[src/rtl/death_race_pkg.sv]
// Shared definitions for the death-race video pipeline.
// Provides the headstone bitmap geometry, the VGA coordinate width and the
// headstone lifetime FSM state encoding.
package death_race_pkg;

  localparam int HEADSTONE_W = 16;
  localparam int HEADSTONE_H = 32;
  localparam int COORD_W     = 11;

  typedef enum logic [1:0] {
    IDLE  = 2'd0,
    SHOW  = 2'd1,
    BLINK = 2'd2
  } headstone_state_e;

endpackage

[src/rtl/headstone_life_ctl.sv]
// Headstone lifetime controller.
// Detects the frame tick (rising edge of vblnk_in), double-buffers spawn
// requests so a new position only takes effect inside vertical blanking, and
// runs the IDLE/SHOW/BLINK lifetime FSM counted in frames.
// Ports:
//   pclk, rst        pixel clock, asynchronous active-high reset
//   vblnk_in         vertical blanking; its rising edge is the frame tick
//   spawn            one-cycle request, samples spawn_x/spawn_y
//   xpos, ypos       top-left corner of the live headstone
//   visible          headstone pixels should be drawn this frame
//   active           FSM is not IDLE
module headstone_life_ctl
  import death_race_pkg::*;
#(
  parameter int LIFE_FRAMES  = 600,
  parameter int BLINK_FRAMES = 120,
  parameter int BLINK_PERIOD = 8
) (
  input  logic               pclk,
  input  logic               rst,
  input  logic               vblnk_in,
  input  logic               spawn,
  input  logic [COORD_W-1:0] spawn_x,
  input  logic [COORD_W-1:0] spawn_y,
  output logic [COORD_W-1:0] xpos,
  output logic [COORD_W-1:0] ypos,
  output logic               visible,
  output logic               active
);

  localparam int FW = $clog2(LIFE_FRAMES + 1);
  localparam int BW = $clog2(BLINK_PERIOD + 1);
  localparam logic [FW-1:0] LIFE_LOAD  = FW'(LIFE_FRAMES);
  localparam logic [FW-1:0] BLINK_AT   = FW'(BLINK_FRAMES);
  localparam logic [BW-1:0] PERIOD_END = BW'(BLINK_PERIOD);

  headstone_state_e   state, state_nxt;
  logic [FW-1:0]      frames_left, frames_nxt, frames_dec;
  logic [BW-1:0]      blink_cnt, bcnt_nxt, bcnt_inc;
  logic               blink_phase, bphase_nxt;
  logic [COORD_W-1:0] pend_x, pend_x_nxt, pend_y, pend_y_nxt;
  logic               pend_valid, pend_valid_nxt;
  logic [COORD_W-1:0] xpos_nxt, ypos_nxt;
  logic               vblnk_q;
  logic               tick;

  assign tick = vblnk_in & ~vblnk_q;

  // NOTE: sequential state uses non-blocking assignments only, so every
  // register samples the values from before the clock edge.
  always_ff @(posedge pclk or posedge rst) begin
    if (rst) begin
      state       <= IDLE;
      frames_left <= '0;
      blink_cnt   <= '0;
      blink_phase <= 1'b0;
      pend_x      <= '0;
      pend_y      <= '0;
      pend_valid  <= 1'b0;
      xpos        <= '0;
      ypos        <= '0;
      vblnk_q     <= 1'b0;
    end else begin
      state       <= state_nxt;
      frames_left <= frames_nxt;
      blink_cnt   <= bcnt_nxt;
      blink_phase <= bphase_nxt;
      pend_x      <= pend_x_nxt;
      pend_y      <= pend_y_nxt;
      pend_valid  <= pend_valid_nxt;
      xpos        <= xpos_nxt;
      ypos        <= ypos_nxt;
      vblnk_q     <= vblnk_in;
    end
  end

  // NOTE: every signal written here gets a default first; a path that left
  // one unassigned would infer a latch.
  always_comb begin
    state_nxt      = state;
    frames_nxt     = frames_left;
    bcnt_nxt       = blink_cnt;
    bphase_nxt     = blink_phase;
    pend_x_nxt     = pend_x;
    pend_y_nxt     = pend_y;
    pend_valid_nxt = pend_valid;
    xpos_nxt       = xpos;
    ypos_nxt       = ypos;
    frames_dec     = frames_left - FW'(1);
    bcnt_inc       = blink_cnt + BW'(1);

    if (tick) begin
      if (pend_valid) begin
        // A pending request overrides whatever the FSM was doing.
        xpos_nxt       = pend_x;
        ypos_nxt       = pend_y;
        pend_valid_nxt = 1'b0;
        state_nxt      = SHOW;
        frames_nxt     = LIFE_LOAD;
        bcnt_nxt       = '0;
        bphase_nxt     = 1'b0;
      end else begin
        unique case (state)
          SHOW: begin
            frames_nxt = frames_dec;
            if (frames_dec == '0) begin
              state_nxt = IDLE;
            end else if (frames_dec == BLINK_AT) begin
              state_nxt  = BLINK;
              bcnt_nxt   = '0;
              bphase_nxt = 1'b0;
            end
          end
          BLINK: begin
            frames_nxt = frames_dec;
            if (bcnt_inc == PERIOD_END) begin
              bcnt_nxt   = '0;
              bphase_nxt = ~blink_phase;
            end else begin
              bcnt_nxt = bcnt_inc;
            end
            if (frames_dec == '0) state_nxt = IDLE;
          end
          default: ;
        endcase
      end
    end

    // Applied after the tick logic: a spawn in the tick cycle is held for
    // the following tick, while the tick consumed the older request.
    if (spawn) begin
      pend_x_nxt     = spawn_x;
      pend_y_nxt     = spawn_y;
      pend_valid_nxt = 1'b1;
    end
  end

  assign visible = (state == SHOW) | ((state == BLINK) & ~blink_phase);
  assign active  = (state != IDLE);

endmodule

[src/rtl/draw_headstone.sv]
// Headstone overlay for the per-pixel VGA draw chain.
// Two-stage pipeline: stage 1 performs the window test and drives the
// external bitmap ROM row address; stage 2 picks the column bit from the
// combinational ROM data and composites the colour. All timing signals are
// delayed by the same two cycles so they stay aligned with rgb_out.
// Ports:
//   pclk, rst                     pixel clock, asynchronous active-high reset
//   hcount/vcount/hsync/vsync/
//   hblnk/vblnk/rgb _in            upstream pixel stream
//   spawn, spawn_x, spawn_y        request a headstone at a top-left corner
//   rom_addr / rom_pixels          bitmap ROM row address / row data (bit 15 leftmost)
//   *_out                          pixel stream delayed two cycles
//   active                         a headstone is alive
module draw_headstone
  import death_race_pkg::*;
#(
  parameter logic [11:0] COLOR        = 12'hccc,
  parameter int          LIFE_FRAMES  = 600,
  parameter int          BLINK_FRAMES = 120,
  parameter int          BLINK_PERIOD = 8
) (
  input  logic               pclk,
  input  logic               rst,
  input  logic [COORD_W-1:0] hcount_in,
  input  logic [COORD_W-1:0] vcount_in,
  input  logic               hsync_in,
  input  logic               vsync_in,
  input  logic               hblnk_in,
  input  logic               vblnk_in,
  input  logic [11:0]        rgb_in,
  input  logic               spawn,
  input  logic [COORD_W-1:0] spawn_x,
  input  logic [COORD_W-1:0] spawn_y,
  output logic [4:0]         rom_addr,
  input  logic [15:0]        rom_pixels,
  output logic [COORD_W-1:0] hcount_out,
  output logic [COORD_W-1:0] vcount_out,
  output logic               hsync_out,
  output logic               vsync_out,
  output logic               hblnk_out,
  output logic               vblnk_out,
  output logic [11:0]        rgb_out,
  output logic               active
);

  logic [COORD_W-1:0] xpos, ypos;
  logic               visible;

  headstone_life_ctl #(
    .LIFE_FRAMES  (LIFE_FRAMES),
    .BLINK_FRAMES (BLINK_FRAMES),
    .BLINK_PERIOD (BLINK_PERIOD)
  ) u_life (
    .pclk     (pclk),
    .rst      (rst),
    .vblnk_in (vblnk_in),
    .spawn    (spawn),
    .spawn_x  (spawn_x),
    .spawn_y  (spawn_y),
    .xpos     (xpos),
    .ypos     (ypos),
    .visible  (visible),
    .active   (active)
  );

  // One extra bit keeps the subtraction unsigned without wrap: a pixel left
  // of or above the corner yields a value >= 2048, which fails the compare.
  logic [COORD_W:0] dx, dy;
  logic             in_win;

  assign dx     = {1'b0, hcount_in} - {1'b0, xpos};
  assign dy     = {1'b0, vcount_in} - {1'b0, ypos};
  assign in_win = (dx < (COORD_W+1)'(HEADSTONE_W)) && (dy < (COORD_W+1)'(HEADSTONE_H));

  // Stage 1
  logic               in_win_d, visible_d;
  logic [3:0]         col_d;
  logic [COORD_W-1:0] hcount_d, vcount_d;
  logic               hsync_d, vsync_d, hblnk_d, vblnk_d;
  logic [11:0]        rgb_d;

  always_ff @(posedge pclk or posedge rst) begin
    if (rst) begin
      in_win_d  <= 1'b0;
      visible_d <= 1'b0;
      col_d     <= '0;
      rom_addr  <= '0;
      hcount_d  <= '0;
      vcount_d  <= '0;
      hsync_d   <= 1'b0;
      vsync_d   <= 1'b0;
      hblnk_d   <= 1'b0;
      vblnk_d   <= 1'b0;
      rgb_d     <= '0;
    end else begin
      in_win_d  <= in_win;
      visible_d <= visible;
      col_d     <= dx[3:0];
      rom_addr  <= dy[4:0];
      hcount_d  <= hcount_in;
      vcount_d  <= vcount_in;
      hsync_d   <= hsync_in;
      vsync_d   <= vsync_in;
      hblnk_d   <= hblnk_in;
      vblnk_d   <= vblnk_in;
      rgb_d     <= rgb_in;
    end
  end

  // Bit 15 is the leftmost pixel, so column c maps to bit 15-c, which for a
  // 4-bit column is simply its bitwise inverse.
  logic        pix_on;
  logic [11:0] rgb_nxt;

  assign pix_on = in_win_d & visible_d & rom_pixels[~col_d];

  always_comb begin
    rgb_nxt = rgb_d;
    if (hblnk_d | vblnk_d) rgb_nxt = 12'h000;
    else if (pix_on)       rgb_nxt = COLOR;
  end

  // Stage 2
  always_ff @(posedge pclk or posedge rst) begin
    if (rst) begin
      rgb_out    <= '0;
      hcount_out <= '0;
      vcount_out <= '0;
      hsync_out  <= 1'b0;
      vsync_out  <= 1'b0;
      hblnk_out  <= 1'b0;
      vblnk_out  <= 1'b0;
    end else begin
      rgb_out    <= rgb_nxt;
      hcount_out <= hcount_d;
      vcount_out <= vcount_d;
      hsync_out  <= hsync_d;
      vsync_out  <= vsync_d;
      hblnk_out  <= hblnk_d;
      vblnk_out  <= vblnk_d;
    end
  end

endmodule

[config.mk]
export PLATFORM = sky130hd
export DESIGN_NAME = draw_headstone
export DESIGN_NICKNAME = d
export VERILOG_FILES = /design/src/rtl/death_race_pkg.sv /design/src/rtl/headstone_life_ctl.sv /design/src/rtl/draw_headstone.sv
export SDC_FILE = /design/constraint.sdc
export NUM_CORES = 1
export LEC_CHECK = 0
export CORE_MARGIN = 1.5
export CORE_UTILIZATION = 40
export DETAILED_ROUTE_END_ITERATION = 8
export PLACE_DENSITY = 0.69
export RECOVER_POWER = 25
export SLEW_MARGIN = 20
export SYNTH_ARGS = -nofsm -noshare
export SYNTH_HDL_FRONTEND = slang
export SYNTH_SLANG_ARGS = --single-unit
[constraint.sdc]
create_clock -name pclk -period 4.5 [get_ports pclk]
set_clock_uncertainty 0.1 [all_clocks]
set_input_delay 0.675 -clock pclk [delete_from_list [all_inputs] [get_ports pclk]]
set_output_delay 0.675 -clock pclk [all_outputs]
set_load 0.01 [all_outputs]
==> results.json <==
{
  "relSlewSlack": -0.1056,
  "grt_pass1_wl_mm": 22.58,
  "multi_input_comb_area_mm2": 0.002534,
  "syn2layout_area_growth_pct": 31.22,
  "ctsResizeCount": 0,
  "numCtsBuffers": 17,
  "avgSynthCellArea_um2": 12.40,
  "drc": 0,
  "seq_area_frac_synth": 0.5740,
  "ys.flop_type": "dfrtp_1",
  "grt_pass1_vias": 4501,
  "design_area_mm2": 0.008524,
  "violations": "max-capacitance violations, max-slew violations",
  "ff_latch_area_mm2": 0.003729,
  "clock_sinks": 149,
  "p_leak_nw": 3.666,
  "drtAntennaViolNets": 0,
  "nFillCells": 1388,
  "required_ns": 4.71,
  "yosys_warnings": 0,
  "status": "complete, but fails checks",
  "drive_gt1_frac": 0.1478,
  "gr-total-overflow": 0,
  "maxSlewViolCount": 31,
  "cp_max_fo": 3,
  "path_clk_slew_ns": 0.06,
  "syn_inst": 524,
  "rsz0062_at_grt": "false",
  "tightest_slew_ns": 1.658,
  "post_dp_cell_area_mm2": 0.007976,
  "initialDrtViolationCount": 189,
  "min_path_type": "flip-flop to flip-flop",
  "synth-seq-cells": 149,
  "max_cap_viol_count": 1,
  "die_area_mm2": 0.01701,
  "tns_ns": 0,
  "timing.fmax_mhz": 298.4,
  "h-tree-depth": 4,
  "rows": 46,
  "dieHeight_um": 130.4,
  "num_io_pins": 123,
  "vias": 4453,
  "synth_edf_count": 0,
  "synth.area.top_cells": "dfrtp_1 57%, mux2_2 7.8%, ha_1 5.4%",
  "synth_fp_nets": 633,
  "setup.worst_path.end_class": "flip-flop",
  "setup_viol": 0,
  "totalWireLength_mm": 13.87,
  "vias_per_cell": 5.009,
  "synth_top_area_cell": "dfrtp_1",
  "min_period_ns": 3.351,
  "syn_area_mm2": 0.006496,
  "place.port_buffers": 122,
  "grt_max_degree": 79,
  "final_hold_viol_count": 0,
  "ff2ff_setup_slack_ns": 1.50,
  "fin_nets": 767,
  "yosys.cell_types.count": 64,
  "synthArstFlopShare": 1.000,
  "synth_top_cell_area_share": 0.5740,
  "clk_latency_ns": 0.41,
  "p_per_area_mw_per_mm2": 458.8,
  "cp_data_arrival_time_ns": 3.56,
  "die_x_um": 130.4,
  "final.period_utilization": 0.7447,
  "hpwl_mm": 9.924,
  "drtPass1Iterations": 4,
  "vdd.ir_drop.worst_mv": 0.2915,
  "cts_hold_buf": 0,
  "post_cts.repair.setup_buffers": 0,
  "core_mm2": 0.01589,
  "critical_path_class": "input port to flip-flop",
  "initial_utilization": 0.4089,
  "grt_util_all_layers": 0.1726,
  "post_drt_wl_per_cell_um": 15.61,
  "cts_root_buf": "clkbuf_16",
  "cts_tree": "done",
  "clockBufferDepth": 2,
  "gp_congestion": 0.8647,
  "startpoint_type": "input port",
  "antenna_found_initial": 3
}
[kinds of logic (layout without fill, tap and decap cells)]
| group | count (synthesis) | in the layout | synth area share |
|---|---|---|---|
| compound gates | 100 | 100 | 0.1084 |
| flops | 149 | 149 | 0.5740 |
| other cells | 0 | 3 | 0 |
| simple gates | 120 | 120 | 0.1029 |
| mux | 52 | 52 | 0.09842 |
| fa+ha+maj | 30 | 30 | 0.06009 |
| xor+xnor | 15 | 15 | 0.02022 |
| buf+inv | 58 | 204 | 0.03601 |
[placed cells by master (no fill, tap or decap), types with 4 or more instances in the layout]
master             n
dfrtp_1          149
clkdlybuf4s50_1   83
o21ai_0           23
and2_1             6
mux2_2            45
a31oi_1            4
nand2_1           24
buf_4              4
ha_1              28
o22ai_1            4
clkbuf_16         17
clkinv_2           5
nand3_1           12
o21a_1            11
xnor2_1           12
nor2_1            21
o211ai_1           4
inv_1             44
dlygate4sd3_1     39
a21oi_1           16
nor2b_1            5
nand2b_1           7
a211oi_1           4
mux4_2             5
nor4_1             4
and3_1             4
clkinvlp_4         5
nor3_1            11
[metrics by stage]
step           total power, mW  instances  hold slack, ns  worst slack [ns]    util
2_1_floorplan            2.306        524          0.2312             1.710       -
3_3_place_gp             2.630        854          0.2326             1.002  0.5021
3_5_place_dp             2.646        854          0.2347            0.8362  0.5021
4_1_cts                  3.970        885          0.2473             1.265  0.5361
5_1_grt                  4.150        888          0.2545            0.9431  0.5365
6_report                 3.911        889          0.2453             1.149  0.5366
[synthesized netlist by cell type (4+ instances only)]
cell	number
nor4_1	4
a31oi_1	4
o21a_1	11
nor3_1	11
a211oi_1	4
dfrtp_1	149
nor2b_1	5
mux2_2	45
clkbuf_1	9
nor2_1	21
mux4_2	5
o22ai_1	4
xnor2_1	12
inv_1	45
o211ai_1	4
ha_1	28
o21ai_0	23
nand3_1	12
nand2b_1	7
nand2_1	24
and2_1	6
and3_1	4
a21oi_1	16
[critical path: stages]
cell,delay [ns]
dlygate4sd3_1,0.55
inv_1,0.07
ha_1,0.16
inv_1,0.06
fa_1,0.39
a21oi_1,0.24
nor3b_1,0.09
a2111oi_0,0.29
nand3_1,0.11
a2111oi_0,0.51
nand4b_1,0.15
nor4_1,0.25
[path summary, 6_finish.rpt]
path / from / end / cells after the start
max in group asynchronous: rst / u_life.frames_left[1] / 4
min in group asynchronous: rst / rgb_out[4] / 2
hold reg to reg: hcount_d[7] / hcount_out[7] / 0
setup reg to reg: u_life.frames_left[0] / u_life.blink_cnt[3] / 8
hold / removal: hcount_d[7] / hcount_out[7] / 0
setup / recovery: hcount_in[0] / in_win_d / 12
[where the power goes]
part | leakage (nW) | total [mW] | switching, mW | internal, mW
clock | 0.254 | 1.29 | 0.541 | 0.753
sequential | 1.78 | 1.62 | 0.116 | 1.51
combinational | 1.63 | 0.996 | 0.497 | 0.499
total | 3.67 | 3.91 | 1.15 | 2.76
[layout make-up]
type	count	area share
Tap cell	216	0.03170
Sequential cell	149	0.4374
Multi-Input combinational cell	317	0.2972
Antenna cell	3	0.0008807
Clock buffer	18	0.05034
Clock inverter	13	0.01292
Inverter	45	0.01996
Timing Repair Buffer	128	0.1496
[routing by layer]
metal	up-vias	track usage	part of all wire
met5	-	0	0.00072
met4	2	0.05430	0.010
met1	2191	0.2206	0.44
met2	122	0.2845	0.48
li1	2124	-	-
met3	14	0.05090	0.066
[sequential cells by signal, indices dropped and copies added, names as in the netlist, 2 cells and up]
name and flops:
u_life.pend_y 11, hcount_d 11, vcount_out 11, col_d 4
u_life.state 2, rgb_out 12, rom_addr 5, rgb_d 12
u_life.frames_left 10, vcount_d 11, u_life.pend_x 11, u_life.xpos 11
hcount_out 11, u_life.blink_cnt 4, u_life.ypos 11
Power figures use the tool's default switching activity.
